==> src/rtl/bram_port_if.sv <==
// Single BRAM port: write enable, address, write data and registered read data.
// The controller drives the master side; the memory drives dout one cycle after addr.
interface bram_port_if #(
    parameter int unsigned DATA_WIDTH = 32,
    parameter int unsigned ADDR_WIDTH = 10
);
    logic                  we;
    logic [ADDR_WIDTH-1:0] addr;
    logic [DATA_WIDTH-1:0] din;
    logic [DATA_WIDTH-1:0] dout;

    modport master (output we, output addr, output din, input dout);
    modport slave  (input we, input addr, input din, output dout);
endinterface

==> src/rtl/bram_stream_fifo.sv <==
// Valid/ready stream FIFO over an external dual-port BRAM with a 2-entry output buffer.
// Optional synchronous clear port i_flush when BRAM_STREAM_FIFO_FLUSH_EN is defined.
module bram_stream_fifo #(
    parameter int unsigned DATA_WIDTH = 32,
    parameter int unsigned ADDR_WIDTH = 10,
    parameter int unsigned MEM_DEPTH  = 1 << ADDR_WIDTH
) (
    input  logic                  i_clk,
    input  logic                  i_rst_n,
`ifdef BRAM_STREAM_FIFO_FLUSH_EN
    input  logic                  i_flush,
`endif
    input  logic                  i_s_valid,
    output logic                  o_s_ready,
    input  logic [DATA_WIDTH-1:0] i_s_data,
    output logic                  o_m_valid,
    input  logic                  i_m_ready,
    output logic [DATA_WIDTH-1:0] o_m_data,
    output logic [ADDR_WIDTH+1:0] o_count,
    bram_port_if.master           port_a,
    bram_port_if.master           port_b
);
    localparam logic [ADDR_WIDTH:0] FullLevel = (ADDR_WIDTH + 1)'(MEM_DEPTH);

    logic [ADDR_WIDTH:0]   wptr_q, rptr_q, mem_level;
    logic                  rd_inflight_q;
    logic [DATA_WIDTH-1:0] buf0_q, buf1_q;
    logic [1:0]            buf_cnt_q, tail;
    logic [ADDR_WIDTH+1:0] count_q;
    logic                  flush, full, push, pop, issue;
    logic                  unused_dout;

`ifdef BRAM_STREAM_FIFO_FLUSH_EN
    assign flush = i_flush;
`else
    assign flush = 1'b0;
`endif

    assign mem_level = wptr_q - rptr_q;
    assign full      = (mem_level == FullLevel);
    assign o_s_ready = i_rst_n && !full && !flush;
    assign push      = i_s_valid && o_s_ready;
    assign o_m_valid = (buf_cnt_q != 2'd0);
    assign o_m_data  = buf0_q;
    assign pop       = o_m_valid && i_m_ready;
    assign o_count   = count_q;
    assign tail      = buf_cnt_q - {1'b0, pop};

    // Only fetch when the buffer is guaranteed a free slot on the returning cycle.
    assign issue = (mem_level != '0) &&
                   (({1'b0, buf_cnt_q} + {2'b0, rd_inflight_q} - {2'b0, pop}) < 3'd2);

    assign port_a.we   = push;
    assign port_a.addr = wptr_q[ADDR_WIDTH-1:0];
    assign port_a.din  = i_s_data;
    assign port_b.we   = 1'b0;
    assign port_b.addr = rptr_q[ADDR_WIDTH-1:0];
    assign port_b.din  = '0;
    assign unused_dout = ^port_a.dout;

    always_ff @(posedge i_clk or negedge i_rst_n) begin
        if (!i_rst_n) begin
            wptr_q        <= '0;
            rptr_q        <= '0;
            rd_inflight_q <= 1'b0;
            buf0_q        <= '0;
            buf1_q        <= '0;
            buf_cnt_q     <= 2'd0;
            count_q       <= '0;
        end else if (flush) begin
            // Buffer data is kept so o_m_data holds; only occupancy is cleared.
            wptr_q        <= '0;
            rptr_q        <= '0;
            rd_inflight_q <= 1'b0;
            buf_cnt_q     <= 2'd0;
            count_q       <= '0;
        end else begin
            if (push) wptr_q <= wptr_q + (ADDR_WIDTH + 1)'(1);
            if (issue) rptr_q <= rptr_q + (ADDR_WIDTH + 1)'(1);
            rd_inflight_q <= issue;

            if (pop && buf_cnt_q == 2'd2) buf0_q <= buf1_q;
            if (rd_inflight_q) begin
                if (tail == 2'd0) buf0_q <= port_b.dout;
                else              buf1_q <= port_b.dout;
            end
            buf_cnt_q <= tail + {1'b0, rd_inflight_q};

            if (push && !pop)      count_q <= count_q + (ADDR_WIDTH + 2)'(1);
            else if (pop && !push) count_q <= count_q - (ADDR_WIDTH + 2)'(1);
        end
    end
endmodule
==> src/flat_wrapper.sv <==
// flat-port wrapper written by rule: the top's interface ports become plain ports
module bram_stream_fifo_flat 
#(
    parameter int unsigned DATA_WIDTH = 32,
    parameter int unsigned ADDR_WIDTH = 10,
    parameter int unsigned MEM_DEPTH  = 1 << ADDR_WIDTH
)
  (i_clk, i_rst_n, i_s_valid, o_s_ready, i_s_data, o_m_valid, i_m_ready, o_m_data, o_count, port_a_we, port_a_addr, port_a_din, port_a_dout, port_b_we, port_b_addr, port_b_din, port_b_dout);
  bram_port_if #(.DATA_WIDTH(DATA_WIDTH), .ADDR_WIDTH(ADDR_WIDTH)) port_a_i ();
  bram_port_if #(.DATA_WIDTH(DATA_WIDTH), .ADDR_WIDTH(ADDR_WIDTH)) port_b_i ();
  input  logic i_clk;
  input  logic i_rst_n;
  input  logic i_s_valid;
  output logic o_s_ready;
  input  logic [DATA_WIDTH-1:0] i_s_data;
  output logic o_m_valid;
  input  logic i_m_ready;
  output logic [DATA_WIDTH-1:0] o_m_data;
  output logic [ADDR_WIDTH+1:0] o_count;
  output wire logic [$bits(port_a_i.we)-1:0] port_a_we;
  output wire logic [$bits(port_a_i.addr)-1:0] port_a_addr;
  output wire logic [$bits(port_a_i.din)-1:0] port_a_din;
  input wire logic [$bits(port_a_i.dout)-1:0] port_a_dout;
  output wire logic [$bits(port_b_i.we)-1:0] port_b_we;
  output wire logic [$bits(port_b_i.addr)-1:0] port_b_addr;
  output wire logic [$bits(port_b_i.din)-1:0] port_b_din;
  input wire logic [$bits(port_b_i.dout)-1:0] port_b_dout;
  assign port_a_we = port_a_i.we;
  assign port_a_addr = port_a_i.addr;
  assign port_a_din = port_a_i.din;
  assign port_a_i.dout = port_a_dout;
  assign port_b_we = port_b_i.we;
  assign port_b_addr = port_b_i.addr;
  assign port_b_din = port_b_i.din;
  assign port_b_i.dout = port_b_dout;
  bram_stream_fifo #(.DATA_WIDTH(DATA_WIDTH), .ADDR_WIDTH(ADDR_WIDTH), .MEM_DEPTH(MEM_DEPTH)) u_core (.i_clk(i_clk), .i_rst_n(i_rst_n), .i_s_valid(i_s_valid), .o_s_ready(o_s_ready), .i_s_data(i_s_data), .o_m_valid(o_m_valid), .i_m_ready(i_m_ready), .o_m_data(o_m_data), .o_count(o_count), .port_a(port_a_i), .port_b(port_b_i));
endmodule
==> config.mk <==
export PLATFORM = sky130hd
export DESIGN_NAME = bram_stream_fifo_flat
export DESIGN_NICKNAME = d
export VERILOG_FILES = /design/src/rtl/bram_port_if.sv /design/src/rtl/bram_stream_fifo.sv /design/src/flat_wrapper.sv
export SDC_FILE = /design/constraint.sdc
export NUM_CORES = 1
export LEC_CHECK = 0
export ABC_AREA = 1
export ABC_CLOCK_PERIOD_IN_PS = 3500
export CORE_UTILIZATION = 28
export CTS_CLUSTER_DIAMETER = 200
export DETAILED_ROUTE_END_ITERATION = 10
export GPL_TIMING_DRIVEN = 0
export PLACE_DENSITY = 0.58
export SYNTH_ARGS = -nofsm -noshare
export SYNTH_HDL_FRONTEND = slang
export SYNTH_SLANG_ARGS = --single-unit
==> constraint.sdc <==
create_clock -name i_clk -period 3.5 [get_ports i_clk]
set_input_delay 0.35 -clock i_clk [delete_from_list [all_inputs] [get_ports i_clk]]
set_output_delay 0.35 -clock i_clk [all_outputs]
set_load 0.02 [all_outputs]
; ---- Word level (Yosys, flattened, before mapping)
; Cells that the tools add are included.
[op_classes]
bitwise = 1
magnitude_cmp = 1
reduce_logical = 15
eq_ne = 2
add_sub_neg = 9
muxes = 5
[op_table]
columns = operator, n
row1 = 2-to-1 mux 32 bit, 3
row2 = 2-to-1 mux 12 bit, 2
row3 = adder 11 x 1 -> 11 bit (second input constant), 2
row4 = adder 12 x 1 -> 12 bit (second input constant), 1
row5 = subtractor 12 x 1 -> 12 bit (second input constant), 1
row6 = equality test 11 bit (second input constant), 1
row7 = nonzero test 11 bit, 1
row8 = subtractor 11 bit, 1
row9 = logical AND 1 bit, 7
row10 = nonzero test 2 bit, 2
row11 = adder 2 x 1 -> 3 bit, 1
row12 = logical NOT 1 bit, 3
row13 = < comparator 3 x 2 -> 1 bit (second input constant), 1
row14 = subtractor 3 x 1 -> 3 bit, 1
row15 = adder 2 x 1 -> 2 bit, 1
row16 = equality test 2 bit (second input constant), 1
row17 = logical NOT 2 bit, 1
row18 = AND reduction 2 bit, 1
row19 = subtractor 2 x 1 -> 2 bit, 1
row20 = NOT 1 bit, 1
[word_totals]
register_bits = 101
in_bits = 100
word_cells = 40
output_inout_bits = 132

; ---- Depth between registers and ports, before layout
[depth]
ltp_word = 9
mapped_depth = 28
mapped_depth_nobuf = 27

; ---- Worst setup path before layout
; Ideal clock, no wire load.
[synth_path]
path_kind = register to register
start = reg u_core.rptr_q[2]
end = reg u_core.count_q[9], in the netlist u_core.o_count[9]
n_path_buf = 1
stages_incl_launch_ff = 25
path_slack_ps = -242
arrival_ps = 3625
setup_ps = 118
path_cell_list = dfrtp_1 inv_1 ha_1 or2_1 nand3_1 nand3_1 nand2_1 nand2_1 nor2_2 nand3_2 nand3_2 buf_4 inv_1 ha_1 inv_1 ha_1 inv_1 o21bai_1 inv_1 o21ai_0 a21oi_1 o21bai_1 or2_2 nand3_1 nand2_1
[synth_via]
elab_chain_cells = 8
[synth_lines]
columns = element, line
row1 = from (decl), bram_stream_fifo.sv:25  ; logic [ADDR_WIDTH:0] wptr_q, rptr_q, mem_level;
row2 = from (signal assigned), bram_stream_fifo.sv:79  ; if (issue) rptr_q <= rptr_q + (ADDR_WIDTH + 1)'(1);
row3 = subtractor 11 bit *, bram_stream_fifo.sv:39  ; assign mem_level = wptr_q - rptr_q;
row4 = equality test 11 bit *, bram_stream_fifo.sv:40  ; assign full = (mem_level == FullLevel);
row5 = logical NOT 1 bit *, bram_stream_fifo.sv:41  ; assign o_s_ready = i_rst_n && !full && !flush;
row6 = logical AND 1 bit *, bram_stream_fifo.sv:41
row7 = logical AND 1 bit *, bram_stream_fifo.sv:42  ; assign push = i_s_valid && o_s_ready;
row8 = named net port_a_we, flat_wrapper.sv:20  ; output wire logic [$bits(port_a_i.we)-1:0] port_a_we;
row9 = logical NOT 1 bit, bram_stream_fifo.sv:90  ; else if (pop && !push) count_q <= count_q - (ADDR_WIDTH + 2)'(1);
row10 = logical AND 1 bit, bram_stream_fifo.sv:90
row11 = nonzero test 2 bit (no line), n/a
row12 = to (signal assigned), bram_stream_fifo.sv:89  ; if (push && !pop) count_q <= count_q + (ADDR_WIDTH + 2)'(1);
row13 = to (signal assigned), bram_stream_fifo.sv:90
row14 = to (decl), bram_stream_fifo.sv:29  ; logic [ADDR_WIDTH+1:0] count_q;
; The timed path passes the listed nets; every way through them passes the cells marked *.
; A chain may end at the register's enable or synchronous reset.

; ---- Worst setup path in the final report
[layout_path]
start = reg u_core.rptr_q[5]
end = reg u_core.count_q[7], in the netlist u_core.o_count[7]
[layout_via]
elab_chain_cells = 8
[layout_lines]
columns = element, line
row1 = subtractor 11 bit *, bram_stream_fifo.sv:39
row2 = equality test 11 bit *, bram_stream_fifo.sv:40
row3 = logical NOT 1 bit *, bram_stream_fifo.sv:41
row4 = logical AND 1 bit *, bram_stream_fifo.sv:41
row5 = logical AND 1 bit *, bram_stream_fifo.sv:42
row6 = logical NOT 1 bit, bram_stream_fifo.sv:90
row7 = logical AND 1 bit, bram_stream_fifo.sv:90
row8 = nonzero test 2 bit (no line), n/a
; Mark *: on every way between the ends. The rest lies on a longest branch, timed or not.

==> results by stage <==
Worst hold path:
- The type of the most critical hold path is input pin to async pin.

STA:
- The clock tree skew after final layout is 0.0105 ns.
- For the pin with the worst max-slew slack, the measured transition is 0.817 ns.
- For the finished layout, the period the worst path requires is 3.37 ns.
- Headroom to the max-slew limit came out at 0.456.
- Based on the critical path, the design can be clocked at up to 296 MHz.
- Hold timing on the final database bottoms out at a slack of 0.0918 ns.
- The final hold violation count is 0.
- The least setup slack across all paths after layout is 0.127 ns.
- Setup repair after global routing could not meet its margin everywhere.
- Dividing the final minimum period by the clock period gives 0.964.
- Setup violations remaining at the end of the flow were counted as 0.
- The final count of pins violating max slew is 0.

Critical path:
- The signal on the critical path passes through inv_2, ha_4, a21oi_4, nor2_2, nor2_2, nand3_2, nand2_2, nor2_4, nand3_4, nand3_2, buf_6, inv_6, ha_4, clkinv_8, ha_2, nand2_1, nor2_1, a21oi_2, buf_4, or2_4, nand3_2, nand2_1.
- The worst setup path is launched from a flip-flop.
- Data on the critical path is required at its endpoint by 3.74 ns.
- The largest delay contributor family on the critical path is simple AND/OR/NAND/NOR gates.
- The kind of capture point of the worst setup path is a flip-flop.
- The data arrival time of the critical path is 3.61 ns.
- Setup slack on the worst reg-to-reg path comes out at 0.13 ns.
- Together, buffers and inverters on the worst path number 5.
- The cell with the largest stage delay on the worst path is sky130_fd_sc_hd__dfrtp_1.
- The kind of critical path is flip-flop to flip-flop.
- Of all nets on the critical path, the largest fanout is 6.
- Counting stages on the worst path, the most repeated cell is sky130_fd_sc_hd__nand3_2.
- In this design, the stage delay of the slowest critical-path cell is 0.40 ns.

Floorplan:
- The number of top-level pins is 232.
- The die is 154 µm tall.
- The initial core utilization is 0.285.
- The core box area is 22600 µm².
- The die covers 23600 µm².
- Row generation in the floorplan step produced 55 rows.
- The x dimension of the die is 154 µm.

Placed design:
- Prior to clock tree synthesis, the placed netlist has a worst setup slack of -0.510 ns.
- The instance count after placement with tap cells included is 1269.
- Input and output buffers added on the ports amount to 134.
- The weighted congestion at the end of routability-driven global placement is 0.850.
- The detailed-placement wirelength estimate is 11900 µm.

Layout:
- Leaving out fill and tap cells, the most frequent cell in the layout is sky130_fd_sc_hd__nand2_1.
- Leaving out fill and tap cells, the most frequent cells in the layout are sky130_fd_sc_hd__nand2_1 (180), sky130_fd_sc_hd__buf_4 (134), sky130_fd_sc_hd__clkdlybuf4s50_1 (133).
- Measured on the finished design, the core utilization comes to 0.417.
- The proportion of layout cells with a drive suffix above 1 is 0.262.
- Leaving out filler cells and counting taps, the final layout contains 1332.
- The repair_antennas step left the layout with diodes totalling 0.
- The layout-stage area growth over the synthesis result is 46.2%.
- The number of nets in the layout is 1170.
- Fill cells in the final layout number 2311.

Power and ir drop:
- The analysis attributes to net switching a power of 3.66 mW.
- Overall power consumption after layout is estimated at 8.19 mW.
- The clock power share is 0.133.
- The net switching fraction of the power is 0.447.
- The share of total power dissipated in sequential elements is 0.253.
- The ratio of total power to cell area is 871 nW/µm².
- In this run the static leakage power is 4.58 nW.
- The internal cell power is 4.53 mW.
- The maximum VDD drop is 0.332 mV.
- Of the total power, combinational logic draws 0.614.

Global routing:
- The via count of the first global-routing pass came to 5499.
- The overall global routing resource usage is 0.144.
- The number of antenna violations at the first check in global routing came to 0.
- The total overflow left after global routing is 0.
- The first-pass GRT wire length is 27200 µm.
- The pin count of the biggest net entering global routing is 60.

Clock tree:
- The clock-pin transition on the worst setup and hold timing paths is 0.08 ns.
- In this run the deepest clock path goes through 2 buffers.
- TritonCTS created 9 clock buffers.
- The maximum level of the CTS H-tree is 3.
- In this run the clock root is driven by a sky130_fd_sc_hd__clkbuf_16.
- For this design, the CTS-stage hold fixing added 0 buffers.
- TritonCTS built the clock tree.
- The clock network latency to the later pin of the worst-skew pair is 0.35 ns.
- The TritonCTS sink count is 101.

Synth:
- The Yosys step of the flow raised 0 warnings.
- The area fraction in and, or, nand and nor cells after synthesis is 0.221.
- The cell count after synthesis came out at 817.
- The complex-gate fraction of the synthesized area was 0.0972.
- The xor/xnor cell area share of the yosys netlist is 0.0340.
- Dividing the synthesized area by the synthesized cell count gives 7.88 µm².
- The sequential-to-total area share from yosys stat is 0.393.
- After synthesis, the netlist uses 34 different library cells.
- By area, the combinational part of the netlist is dominated by simple AND/OR/NAND/NOR gates.
- The post-synthesis sequential element count is 101.
- Of the total synthesized cell area, the portion taken by full adders, half adders and majority gates is 0.0568.
- The cell area that synthesis handed to floorplanning was 6440 µm².
- Of the post-synthesis cell area, the part taken by muxes is 0.0210.

Run status:
- The run finished with clean final reports.

Detailed routing:
- The via count is 5880.
- The remaining antenna violation count after routing is 0.
- The number of vias per cell is 4.41.
- The wire length reported by the detailed router is 17300 µm.
- The detailed-router iteration count before antenna repair is 4.
- The number of remaining DRC errors is 0.
- In the final routed layout, each cell accounts on average for 13.0 µm.
- The number of violations reported at the end of detailed-routing iteration 0 is 220.

Flow run:
- The max-cap check violation count is 0.
[flip-flops by register name, summed over array words and instances (netlist names)]
name                  cells
u_core.buf_cnt_q          2
u_core.wptr_q            11
u_core.o_m_data          32
u_core.buf1_q            32
u_core.rptr_q            11
u_core.rd_inflight_q      1
u_core.o_count           12
[cell families after synthesis]
kind of cell,after synthesis
fa+ha+maj,28
other cells,1
xor+xnor,25
mux,12
flops,101
buf+inv,211
simple gates,331
compound gates,108
[worst paths after layout]
kind / startpoint / end / cells after the start
max: u_core.rptr_q[5] / u_core.o_count[7] / 22
min: i_rst_n / u_core.buf1_q[27] / 1
max reg2reg: u_core.rptr_q[5] / u_core.o_count[7] / 22
min reg2reg: u_core.buf1_q[1] / u_core.buf1_q[1] / 2
max in group asynchronous: i_rst_n / u_core.wptr_q[6] / 2
min in group i_clk: u_core.buf1_q[1] / u_core.buf1_q[1] / 2
[power by group through the flow]
| stage | Clock, mW | Combinational [mW] | Sequential (mW) |
|---|---|---|---|
| 6_report | 1.09 | 5.03 | 2.07 |
| 5_1_grt | 1.17 | 5.60 | 2.14 |
| 4_1_cts | 1.14 | 4.54 | 2.07 |
| 3_5_place_dp | 0 | 4.28 | 2.10 |
| 3_3_place_gp | 0 | 4.20 | 2.10 |
| 2_1_floorplan | 0 | 2.60 | 2.33 |
[layer usage]
| layer | vias to the layer above | global-route usage | part of all wire |
|---|---|---|---|
| met5 | - | 0 | 0 |
| met4 | 0 | 0.0390 | 0.011 |
| met3 | 14 | 0.0428 | 0.060 |
| met2 | 153 | 0.236 | 0.47 |
| met1 | 2729 | 0.183 | 0.46 |
| li1 | 2984 | - | - |
[stage by stage]
stage / TNS (ns) / instance area, µm²
after CTS: -0.0172 / 8910
after global placement: -292.15 / 8300
after detailed placement: -5.09 / 8320
final: 0 / 9410
after global routing: -0.253 / 9410
after floorplan: 0 / 6600
[Yosys cell counts, drive strengths merged]
cell type / instances / area share
a211oi: 1 / 0.0012
a21o: 1 / 0.0012
a21oi: 15 / 0.012
a31oi: 13 / 0.013
buf: 96 / 0.11
clkbuf: 18 / 0.010
conb: 1 / 0.00058
dfrtp: 101 / 0.39
fa: 2 / 0.0062
ha: 26 / 0.051
inv: 97 / 0.057
mux2: 12 / 0.021
nand2: 206 / 0.12
nand3: 41 / 0.034
nand3b: 3 / 0.0035
nand4: 26 / 0.025
nor2: 38 / 0.023
nor3: 9 / 0.0070
nor4: 3 / 0.0029
o211ai: 20 / 0.023
o21ai: 54 / 0.042
o21bai: 4 / 0.0047
or2: 5 / 0.0049
xnor2: 7 / 0.0095
xor2: 18 / 0.024
[cell type report]
class	instances	area (µm²)	share of cell area
plain buffers	114	777	0.0826
flip-flops and latches	101	2540	0.270
multi-input cells	537	3310	0.351
repair inverters	1	8.76	0.000931
repair buffers	181	1710	0.182
clock inverters	7	97.6	0.0104
well taps	285	357	0.0379
clock buffers	9	225	0.0239
inverters	97	384	0.0408
[what timing repair did]
action	CTS	global route
endpoints found under the hold margin	0	0
setup buffers	16	30
pin swaps	2	31
setup endpoints to repair	12	20
gates cloned	0	1
gates resized for setup	37	73
No activity file was read; power rests on OpenSTA's default activity.
